## src/rtl/top_chip_test_monitor_pkg.sv

```systemverilog
// ----------------------------------------------------------------------------
// top_chip_test_monitor_pkg
// Shared types and constants for the end-of-test monitor.
//   mon_state_e  : monitor FSM states
//   mon_result_e : outcome selected by the priority encoder on a detection edge
//   DefaultPassCode / DefaultFailCode : status words software writes at the end
//   sat_inc32    : 32-bit saturating increment used by the cycle counter
// ----------------------------------------------------------------------------
package top_chip_test_monitor_pkg;

    typedef enum logic [1:0] {
        RUN   = 2'd0,
        DRAIN = 2'd1,
        DONE  = 2'd2
    } mon_state_e;

    typedef enum logic [1:0] {
        RES_NONE    = 2'd0,
        RES_PASS    = 2'd1,
        RES_FAIL    = 2'd2,
        RES_TIMEOUT = 2'd3
    } mon_result_e;

    localparam logic [31:0] DefaultPassCode = 32'hDEADBEEF;
    localparam logic [31:0] DefaultFailCode = 32'hBAADF00D;

    function automatic logic [31:0] sat_inc32(input logic [31:0] value);
        return (value == 32'hFFFF_FFFF) ? value : value + 32'd1;
    endfunction

endpackage

```

## src/rtl/top_chip_test_monitor_chan.sv

```systemverilog
// ----------------------------------------------------------------------------
// top_chip_test_monitor_chan
// Watches one status word. Keeps the previous sample and two stability
// counters (pass code, fail code). An event fires combinationally on the edge
// at which the matching counter reaches StableCycles.
// Ports:
//   clk, rst_n : clock, synchronous active-low reset
//   count_en   : counters advance only while the monitor is running and enabled
//   status     : this channel's status word
//   pass_evt   : pass code held for StableCycles enabled samples (this edge)
//   fail_evt   : fail code held for StableCycles enabled samples (this edge)
//   changed    : current sample differs from the previous one
// ----------------------------------------------------------------------------
module top_chip_test_monitor_chan import top_chip_test_monitor_pkg::*; #(
    parameter int unsigned      Width        = 32,
    parameter int unsigned      StableCycles = 1,
    parameter logic [Width-1:0] PassWord     = Width'(DefaultPassCode),
    parameter logic [Width-1:0] FailWord     = Width'(DefaultFailCode)
) (
    input  logic             clk,
    input  logic             rst_n,
    input  logic             count_en,
    input  logic [Width-1:0] status,
    output logic             pass_evt,
    output logic             fail_evt,
    output logic             changed
);

    localparam int unsigned    CntW    = $clog2(StableCycles + 1);
    localparam logic [CntW-1:0] CntMax  = CntW'(StableCycles);
    localparam logic [CntW-1:0] CntLast = CntW'(StableCycles - 1);

    logic [Width-1:0] prev;
    logic [CntW-1:0]  pass_cnt;
    logic [CntW-1:0]  fail_cnt;
    logic             pass_hit;
    logic             fail_hit;

    assign pass_hit = (status == PassWord);
    assign fail_hit = (status == FailWord);
    assign changed  = (status != prev);

    // The counter holds the number of earlier consecutive hits, so the edge
    // that completes the run is the one where it still reads StableCycles-1.
    assign pass_evt = count_en && pass_hit && (pass_cnt == CntLast);
    assign fail_evt = count_en && fail_hit && (fail_cnt == CntLast);

    always_ff @(posedge clk) begin
        if (!rst_n) begin
            prev     <= '0;
            pass_cnt <= '0;
            fail_cnt <= '0;
        end else begin
            // The previous sample tracks the bus even while disabled.
            prev <= status;

            if (count_en && pass_hit) begin
                if (pass_cnt != CntMax) begin
                    pass_cnt <= pass_cnt + 1'b1;
                end
            end else begin
                pass_cnt <= '0;
            end

            if (count_en && fail_hit) begin
                if (fail_cnt != CntMax) begin
                    fail_cnt <= fail_cnt + 1'b1;
                end
            end else begin
                fail_cnt <= '0;
            end
        end
    end

endmodule

```

## src/rtl/top_chip_test_monitor.sv

```systemverilog
// ----------------------------------------------------------------------------
// top_chip_test_monitor
// End-of-test monitor for the top_chip benches. Classifies a run as pass,
// fail or inactivity timeout, then after a drain period issues a single-cycle
// finish request.
//
//   state | meaning
//   RUN   | watching channels, counting enabled cycles
//   DRAIN | result latched, counting DrainCycles before the finish request
//   DONE  | finish issued, everything frozen until reset
//
// Ports:
//   clk_i, rst_ni : clock, synchronous active-low reset
//   enable_i      : monitoring enable (only honoured in RUN)
//   status_i      : NumCh flat status words, channel c at [c*Width +: Width]
//   passed_o      : sticky pass flag
//   failed_o      : sticky fail flag
//   timed_out_o   : sticky inactivity timeout flag
//   result_ch_o   : channel that caused detection (0 for timeout)
//   finish_o      : one-cycle finish request
//   cycles_o      : enabled RUN cycles, frozen at detection, saturating
// ----------------------------------------------------------------------------
module top_chip_test_monitor import top_chip_test_monitor_pkg::*; #(
    parameter int unsigned Width         = 32,
    parameter int unsigned NumCh         = 1,
    parameter logic [31:0] PassCode      = DefaultPassCode,
    parameter logic [31:0] FailCode      = DefaultFailCode,
    parameter int unsigned StableCycles  = 1,
    parameter int unsigned DrainCycles   = 7,
    parameter int unsigned TimeoutCycles = 0
) (
    input  logic                                        clk_i,
    input  logic                                        rst_ni,
    input  logic                                        enable_i,
    input  logic [NumCh*Width-1:0]                      status_i,
    output logic                                        passed_o,
    output logic                                        failed_o,
    output logic                                        timed_out_o,
    output logic [((NumCh > 1) ? $clog2(NumCh) : 1)-1:0] result_ch_o,
    output logic                                        finish_o,
    output logic [31:0]                                 cycles_o
);

    localparam int unsigned     ChW         = (NumCh > 1) ? $clog2(NumCh) : 1;
    localparam int unsigned     DrW         = (DrainCycles > 0) ? $clog2(DrainCycles + 1) : 1;
    localparam logic [DrW-1:0]  DrainLast   = DrW'(DrainCycles);
    localparam logic [31:0]     TimeoutLast = (TimeoutCycles == 0) ? 32'd0 : 32'(TimeoutCycles - 1);
    localparam logic [Width-1:0] PassWord   = Width'(PassCode);
    localparam logic [Width-1:0] FailWord   = Width'(FailCode);

    mon_state_e     state;
    logic [DrW-1:0] drain_cnt;
    logic [31:0]    inact_cnt;
    logic           count_en;
    logic           any_changed;
    logic           timeout_evt;
    logic [NumCh-1:0] pass_evt;
    logic [NumCh-1:0] fail_evt;
    logic [NumCh-1:0] changed;
    mon_result_e    result;
    logic [ChW-1:0] result_ch;

    assign count_en    = (state == RUN) && enable_i;
    assign any_changed = |changed;
    assign timeout_evt = (TimeoutCycles != 0) && count_en && !any_changed
                         && (inact_cnt == TimeoutLast);

    for (genvar c = 0; c < NumCh; c++) begin : g_chan
        top_chip_test_monitor_chan #(
            .Width        (Width),
            .StableCycles (StableCycles),
            .PassWord     (PassWord),
            .FailWord     (FailWord)
        ) u_chan (
            .clk      (clk_i),
            .rst_n    (rst_ni),
            .count_en (count_en),
            .status   (status_i[c*Width +: Width]),
            .pass_evt (pass_evt[c]),
            .fail_evt (fail_evt[c]),
            .changed  (changed[c])
        );
    end

    // Priority fail > timeout > pass; each class is scanned from the top
    // channel down so the lowest index is the last (winning) assignment.
    always_comb begin
        result    = RES_NONE;
        result_ch = '0;
        for (int c = NumCh - 1; c >= 0; c--) begin
            if (pass_evt[c]) begin
                result    = RES_PASS;
                result_ch = ChW'(c);
            end
        end
        if (timeout_evt) begin
            result    = RES_TIMEOUT;
            result_ch = '0;
        end
        for (int c = NumCh - 1; c >= 0; c--) begin
            if (fail_evt[c]) begin
                result    = RES_FAIL;
                result_ch = ChW'(c);
            end
        end
    end

    always_ff @(posedge clk_i) begin
        if (!rst_ni) begin
            state       <= RUN;
            drain_cnt   <= '0;
            inact_cnt   <= '0;
            passed_o    <= 1'b0;
            failed_o    <= 1'b0;
            timed_out_o <= 1'b0;
            result_ch_o <= '0;
            finish_o    <= 1'b0;
            cycles_o    <= '0;
        end else begin
            finish_o <= 1'b0;
            case (state)
                RUN: begin
                    if (enable_i) begin
                        cycles_o  <= sat_inc32(cycles_o);
                        inact_cnt <= any_changed ? 32'd0 : sat_inc32(inact_cnt);
                    end else begin
                        inact_cnt <= '0;
                    end
                    if (result != RES_NONE) begin
                        passed_o    <= (result == RES_PASS);
                        failed_o    <= (result == RES_FAIL);
                        timed_out_o <= (result == RES_TIMEOUT);
                        result_ch_o <= result_ch;
                        drain_cnt   <= '0;
                        state       <= DRAIN;
                    end
                end
                DRAIN: begin
                    if (drain_cnt == DrainLast) begin
                        finish_o <= 1'b1;
                        state    <= DONE;
                    end else begin
                        drain_cnt <= drain_cnt + 1'b1;
                    end
                end
                DONE: begin
                end
                default: begin
                    state <= RUN;
                end
            endcase
        end
    end

endmodule

```

## config.mk

```make
export PLATFORM = sky130hd
export DESIGN_NAME = top_chip_test_monitor
export DESIGN_NICKNAME = d
export VERILOG_FILES = /design/src/rtl/top_chip_test_monitor_pkg.sv /design/src/rtl/top_chip_test_monitor_chan.sv /design/src/rtl/top_chip_test_monitor.sv
export SDC_FILE = /design/constraint.sdc
export NUM_CORES = 1
export LEC_CHECK = 0
export CAP_MARGIN = 20
export CORE_MARGIN = 10
export CORE_UTILIZATION = 51
export CTS_BUF_LIST = sky130_fd_sc_hd__clkbuf_4 sky130_fd_sc_hd__clkbuf_8
export DETAILED_ROUTE_END_ITERATION = 10
export PLACE_DENSITY_LB_ADDON = 0.12
export SLEW_MARGIN = 20
export SYNTH_ARGS = -nofsm -noshare
export SYNTH_HDL_FRONTEND = slang
export SYNTH_SLANG_ARGS = --single-unit
```

## constraint.sdc

```tcl
create_clock -name clk_i -period 3.44 [get_ports clk_i]
set_input_delay 0.86 -clock clk_i [delete_from_list [all_inputs] [get_ports clk_i]]
set_output_delay 0.86 -clock clk_i [all_outputs]
set_load 0.01 [all_outputs]
```

==> summary.md, run 1 <==
| Metric | Value |
|---|---|
| First-pass GRT wire length | `about 10 mm` |
| Max Cap Viol | `0` |
| Fmax | `roughly 340 MHz` |
| Maximum buffer depth of the clock tree | `2` |
| Grt ovf | `0` |
| Die area | `7330 µm²` |
| Cell Area, Synth | `2200 µm²` |
| GPL Wtd Cong | `0.785` |
| Main synth FF type | `dfxtp_1` |
| Crit path DAT | `3.18 ns` |
| Worst Hold Class | `reg2reg` |
| EDFF count, synth | `0` |
| Status | `complete, no violations` |
| Crit path kind | `in2reg` |
| CP peak stage delay | `a little under 0.6 ns` |
| PortBufs | `70` |
| Vias per cell | `5.87` |
| Fraction of layout cells with a size suffix above 1 | `5.76%` |
| RSZ-0062 raised after global routing | `no` |
| Final max-slew violation count | `0` |
| Startpoint Class | `input port` |
| Cell taking the most area after synthesis | `dfxtp_1` |
| Peak VDD IR | `~0.00018 V` |
| Root buf cell | `clkbuf_8` |
| YS warnings | `0` |
| P&R area growth vs syn | `37.4%` |
| Synth top cells by count | `43 x dfxtp_1, 25 x a21oi_1, 21 x nand2_1` |
| TritonCTS clock tree | `built` |
| Relative slew slack | `44.9%` |
| Fin crit share | `~86%` |
| DR WL/cell | `15.3 µm` |
| Sink Count | `43` |
| Die width | `85.6 µm` |
| Hold buffers post-CTS | `0` |
| Via count | `roughly 2200` |
| Core area | `between 4000 and 5000 µm²` |
| Share of the synthesized area in the top cell type | `between 30 and 40%` |
| Worst hold slack | `roughly 0.43 ns` |
| CP bufs+invs | `1` |
| Final TNS setup | `0 ns` |
| CP Capture Type | `flip-flop` |
| Skew-Pair Late Insertion Delay | `0.29 ns` |
| Final Hold Vio Count | `0` |
| Cell with the most instances after synthesis | `dfxtp_1` |
| Crit path max fanout | `10` |
| Post-synth net total | `slightly below 300` |
| Pin count of the biggest net entering global routing | `22` |
| GRT Overall Usage | `between 15 and 20%` |
| Ports | `72` |
| Required time of the critical path | `about 3.7 ns` |
| Rows | `23` |
| Pwr Total | `roughly 0.90 mW` |
| Slowest stage cell, crit path | `nor4_4` |
| Mapped Cells | `260` |
| Sequential share of the synthesized area | `roughly 40%` |
| CTS clk-pin slew, worst paths | `0.08 ns` |
| #FFs+latches synth | `between 40 and 50` |
| Tmin final | `between 2 and 3 ns` |
| Initial core utilization | `between 50% and 60%` |
| Post-DRT Antenna Nets | `0` |
| Fraction of registers with async set/reset | `0%` |
| # DRC | `0` |
| DP Wirelength | `roughly 4.5 mm` |
| Nets@finish | `approximately 370` |
| Number of buffers created by CTS | `5` |
| Yosys cell types | `47` |
| Largest delay contributor family on the critical path | `simple AND/OR/NAND/NOR gates` |
| Drt initial violations | `roughly 150` |
| Antenna violations before repair | `0` |
| H-tree levels | `2` |
| Antenna cells | `0` |
| Worst clock skew | `slightly below 0.01 ns` |
| Pre-antenna DRT Iters | `4` |
| Die height | `85.6 µm` |
| Pleak | `around 1.0 nW` |
| Top cells by area, synth | `dfxtp_1 39%, a21oi_1 5.7%, or3_1 4.0%, nand3_1 3.9%, o31ai_1 3.8%` |
| Pwr/cell area | `slightly below 300 nW/µm²` |
| Post-Synthesis Mean Instance Area | `8.45 µm²` |
| Final setup viols | `0` |
| Fin util | `about three quarters` |
| CP Cell Sequence | `clkdlybuf4s50_1 > or3b_1 > nor4_4 > nand2_4 > or4_1 > a21oi_1` |
| Final WL | `a little under 6 mm` |
| Post-CTS Setup Inserts | `0` |
| Post_cts resized | `0` |
| Vias in the first global route | `about 2200` |
| Slew @ Worst Pin | `0.822 ns` |
[layer usage]
layer | wire [µm] | vias up | GRT usage [%]
met4 | 62 | 0 | 5.09
met3 | 412 | 7 | 5.01
met2 | 2990 | 67 | 27.9
li1 | - | 1119 | -
met5 | 0 | - | 0
met1 | 2350 | 1036 | 17.1
[report_power, final]
group	switching [mW]	total (mW)	internal [mW]
Combinational	0.0264	0.0723	0.0459
Clock	0.174	0.324	0.150
Sequential	0.00242	0.502	0.499
Total	0.203	0.898	0.695
[registers in the layout (all words and copies together) (netlist names)]
register                flops
passed_o                    1
g_chan.u_chan.fail_cnt      1
failed_o                    1
timed_out_o                 1
g_chan.u_chan.pass_cnt      1
cycles_o                   32
drain_cnt                   3
finish_o                    1
state                       2
[worst min-delay path, stage by stage (launching register included)]
cell and delay, ns:
dfxtp_1 0.31, nand2_1 0.05, nor2_1 0.03
[metrics by stage]
stage	cells	setup WS (ns)	instance area [µm²]
6_report	380	0.493	3020
5_1_grt	380	0.348	3020
4_1_cts	380	0.497	3020
3_5_place_dp	372	0.185	2930
3_3_place_gp	372	0.244	2930
2_1_floorplan	260	0.865	2200
[final cells by class]
class / instances / area, µm²
tap: 50 / 62.6
inverter: 5 / 18.8
fill: 317 / 1070
clock buffer: 6 / 76.3
clock inverter: 2 / 12.5
timing repair buffer: 75 / 738
multi-input combinational: 199 / 1250
sequential: 43 / 861
[kinds of logic after synthesis]
family,synth area share (%)
fa+ha+maj,1.71
compound gates,15.6
buf+inv,3.99
simple gates,35.4
flops,39.2
mux,2.74
xor+xnor,1.20
other cells,0.171
[final timing paths]
path	start	cells past startpoint	endpoint	slack, ns
max reg2reg	cycles_o[17]$_SDFFE_PN0P_	5	cycles_o[26]$_SDFFE_PN0P_	1.09
min reg2reg	timed_out_o$_SDFFE_PN0P_	2	timed_out_o$_SDFFE_PN0P_	0.43
max	enable_i	6	cycles_o[25]$_SDFFE_PN0P_	0.49
min	timed_out_o$_SDFFE_PN0P_	2	timed_out_o$_SDFFE_PN0P_	0.43
[cell usage in the layout (no fill, tap or decap), types with 2 or more instances in the layout]
cell | netlist | routed
xor2_1 | 3 | 3
clkbuf_8 | 0 | 5
buf_4 | 3 | 5
mux2i_1 | 6 | 6
nand4b_1 | 2 | 2
ha_1 | 3 | 3
o31ai_1 | 11 | 11
and3_1 | 4 | 4
o211ai_1 | 3 | 3
o21ai_0 | 13 | 13
nor4_1 | 5 | 5
nand4bb_1 | 2 | 2
nor3_1 | 9 | 9
or4_1 | 10 | 10
nor2_1 | 13 | 13
nand2_1 | 21 | 21
inv_1 | 5 | 5
nand2b_1 | 3 | 3
clkdlybuf4s50_1 | 0 | 70
nor4bb_1 | 2 | 2
dfxtp_1 | 43 | 43
nor2b_1 | 2 | 2
nand3_1 | 17 | 17
nand4_1 | 11 | 11
a21oi_1 | 25 | 25
or3_1 | 14 | 14
Note: power is estimated with default switching activity, not from simulation.
==> inputs of run 2 (changes only) <==
- GPL_TIMING_DRIVEN: unset -> 0
==> summary.md, run 2 (same netlist as run 1, synthesis figures left out) <==
| Metric | Value |
|---|---|
| Fraction of layout cells with a size suffix above 1 | `5.07% (-0.68 points)` |
| Slowest stage cell, crit path | `nor4_4` |
| Met1 Usage GRT | `17.7% (+0.66 points)` |
| Largest delay contributor family on the critical path | `simple AND/OR/NAND/NOR gates` |
| Sink Count | `43 (unchanged)` |
| DP Wirelength | `4.77 mm (+6.3%)` |
| Startpoint Class | `input port` |
| Drt initial violations | `160 (+8.8%)` |
| Initial core utilization | `53.7% (unchanged)` |
| Antenna cells | `0 (unchanged)` |
| Number of buffers created by CTS | `5 (unchanged)` |
| Root buf cell | `clkbuf_8` |
| H-tree levels | `2 (unchanged)` |
| Fin util | `74.0% (+0.21 points)` |
| DR WL/cell | `15.9 µm (+3.9%)` |
| TritonCTS clock tree | `built` |
| CTS clk-pin slew, worst paths | `0.08 ns (about the same)` |
| Slew @ Worst Pin | `0.730 ns (-0.0924 ns)` |
| Post-DRT Antenna Nets | `0 (unchanged)` |
| Most frequent cells in the layout | `69 x clkdlybuf4s50_1, 43 x dfxtp_1, 25 x a21oi_1, 21 x nand2_1, 17 x nand3_1` |
| Crit path max fanout | `10 (unchanged)` |
| Pwr/cell area | `291 nW/µm² (-2.1%)` |
| Fmax | `341 MHz (+0.59%)` |
| Hold buffers post-CTS | `0 (unchanged)` |
| Final max-slew violation count | `0 (unchanged)` |
| Rows | `23 (unchanged)` |
| Tmin final | `2.93 ns (-0.0173 ns)` |
| CP peak stage delay | `0.54 ns (-0.04 ns)` |
| Pleak | `1.01 nW (+0.42%)` |
| Grt met3 use | `5.87% (+0.85 points)` |
| Core area | `4090 µm² (unchanged)` |
| Commonest non-fill, non-tap cell in the layout | `clkdlybuf4s50_1` |
| Non-filler instance count after layout | `385 (+1.3%)` |
| GRT Overall Usage | `16.4% (+0.76 points)` |
| GR peak layer | `met2` |
| PortBufs | `69 (-1.4%)` |
| Grt met2 use | `28.5% (+0.68 points)` |
| Maximum buffer depth of the clock tree | `2 (unchanged)` |
| Top reg by flops | `cycles_o` |
| Vias in the first global route | `2259 (+5.0%)` |
| Final TNS setup | `0 ns (unchanged)` |
| Grt ovf | `0 (unchanged)` |
| Max Cap Viol | `0 (unchanged)` |
| P&R area growth vs syn | `37.8%` |
| Final Hold Vio Count | `0 (unchanged)` |
| Die area | `7330 µm² (unchanged)` |
| CP bufs+invs | `2 (+1)` |
| Worst clock skew | `0.00724 ns (-0.00270 ns)` |
| Relative slew slack | `50.9% (+6.0 points)` |
| Placed cells | `379 (+1.9%)` |
| GPL Wtd Cong | `0.844 (+7.5%)` |
| Pre-antenna DRT Iters | `4 (unchanged)` |
| Nets@finish | `374 (+1.9%)` |
| RSZ-0062 raised after global routing | `no` |
| Pin count of the biggest net entering global routing | `12 (-45%)` |
| Pwr Total | `0.881 mW (-1.8%)` |
| Number of flip-flops under the largest register name | `32 (unchanged)` |
| Ports | `72 (unchanged)` |
| Antenna violations before repair | `0 (unchanged)` |
| Worst Hold Class | `reg2reg` |
| CP Cell Sequence | `clkdlybuf4s50_1 > or3b_1 > buf_6 > nor4_4 > nand2_4 > or4_1 > a21oi_1` |
| # DRC | `0 (unchanged)` |
| Via count | `2276 (+2.1%)` |
| Die width | `85.6 µm (unchanged)` |
| Post-CTS Setup Inserts | `0 (unchanged)` |
| First-pass GRT wire length | `10.2 mm (+3.3%)` |
| CP Capture Type | `flip-flop` |
| Required time of the critical path | `3.66 ns (about the same)` |
| Skew-Pair Late Insertion Delay | `0.29 ns (about the same)` |
| Crit path DAT | `3.15 ns (-0.03 ns)` |
| Final WL | `6.12 mm (+5.2%)` |
| Peak VDD IR | `0.000237 V (+29%)` |
| Crit path kind | `in2reg` |
| Final setup viols | `0 (unchanged)` |
| Status | `complete, no violations` |
| Fin crit share | `85.2% (-0.50 points)` |
| Vias per cell | `5.91 (+0.78%)` |
| Die height | `85.6 µm (unchanged)` |
| Post_cts resized | `0 (unchanged)` |
| Regs by FF count | `cycles_o (32), drain_cnt (3), state (2)` |
## run 2: report_power, final
group | switching (mW) | total, mW | internal, mW | leakage (nW)
registers | 0.00316 | 0.502 | 0.499 | 0.347
logic | 0.0281 | 0.0740 | 0.0459 | 0.621
clock network | 0.162 | 0.305 | 0.143 | 0.0406
total | 0.193 | 0.881 | 0.688 | 1.01
## run 2: through the flow
| step | setup slack, ns | area (µm²) | hold WS (ns) |
|---|---|---|---|
| after floorplan | 0.865 | 2200 | 0.442 |
| after global placement | 0.247 | 2950 | 0.421 |
| after detailed placement | 0.188 | 2950 | 0.422 |
| after CTS | 0.498 | 3030 | 0.433 |
| after global routing | 0.376 | 3030 | 0.459 |
| final | 0.510 | 3030 | 0.430 |
## run 2: worst paths after layout
path	start	to	slack, ns	depth (start not counted)
max	enable_i	cycles_o[25]$_SDFFE_PN0P_	0.51	7
min	timed_out_o$_SDFFE_PN0P_	timed_out_o$_SDFFE_PN0P_	0.43	2
max reg2reg	cycles_o[16]$_SDFFE_PN0P_	cycles_o[0]$_SDFFE_PN0P_	0.97	8
min reg2reg	timed_out_o$_SDFFE_PN0P_	timed_out_o$_SDFFE_PN0P_	0.43	2
## run 2: cell type report
class                   instances  area (µm²)
plain buffers                  13        68.8
clock buffers                   6        76.3
fillers                       341        1060
flip-flops and latches         43         861
well taps                      50        62.6
inverters                       5        18.8
multi-input cells             199        1250
repair buffers                 69         691
## run 2: worst min-delay path, cell delays in order, from the launching register on
cell and delay [ns]:
dfxtp_1 0.31, nand2_1 0.05, nor2_1 0.03
## run 2: routing by layer
layer	wire, µm	vias to the layer above
li1	-	1129
met1	2370	1072
met2	3180	67
met3	492	8
met4	69	0
met5	0	-
==> inputs of run 3 (changes only) <==
- GPL_TIMING_DRIVEN: 0 -> unset
==> results of run 3 <==
Final layout, timing and power as in run 1 (identical DEF).
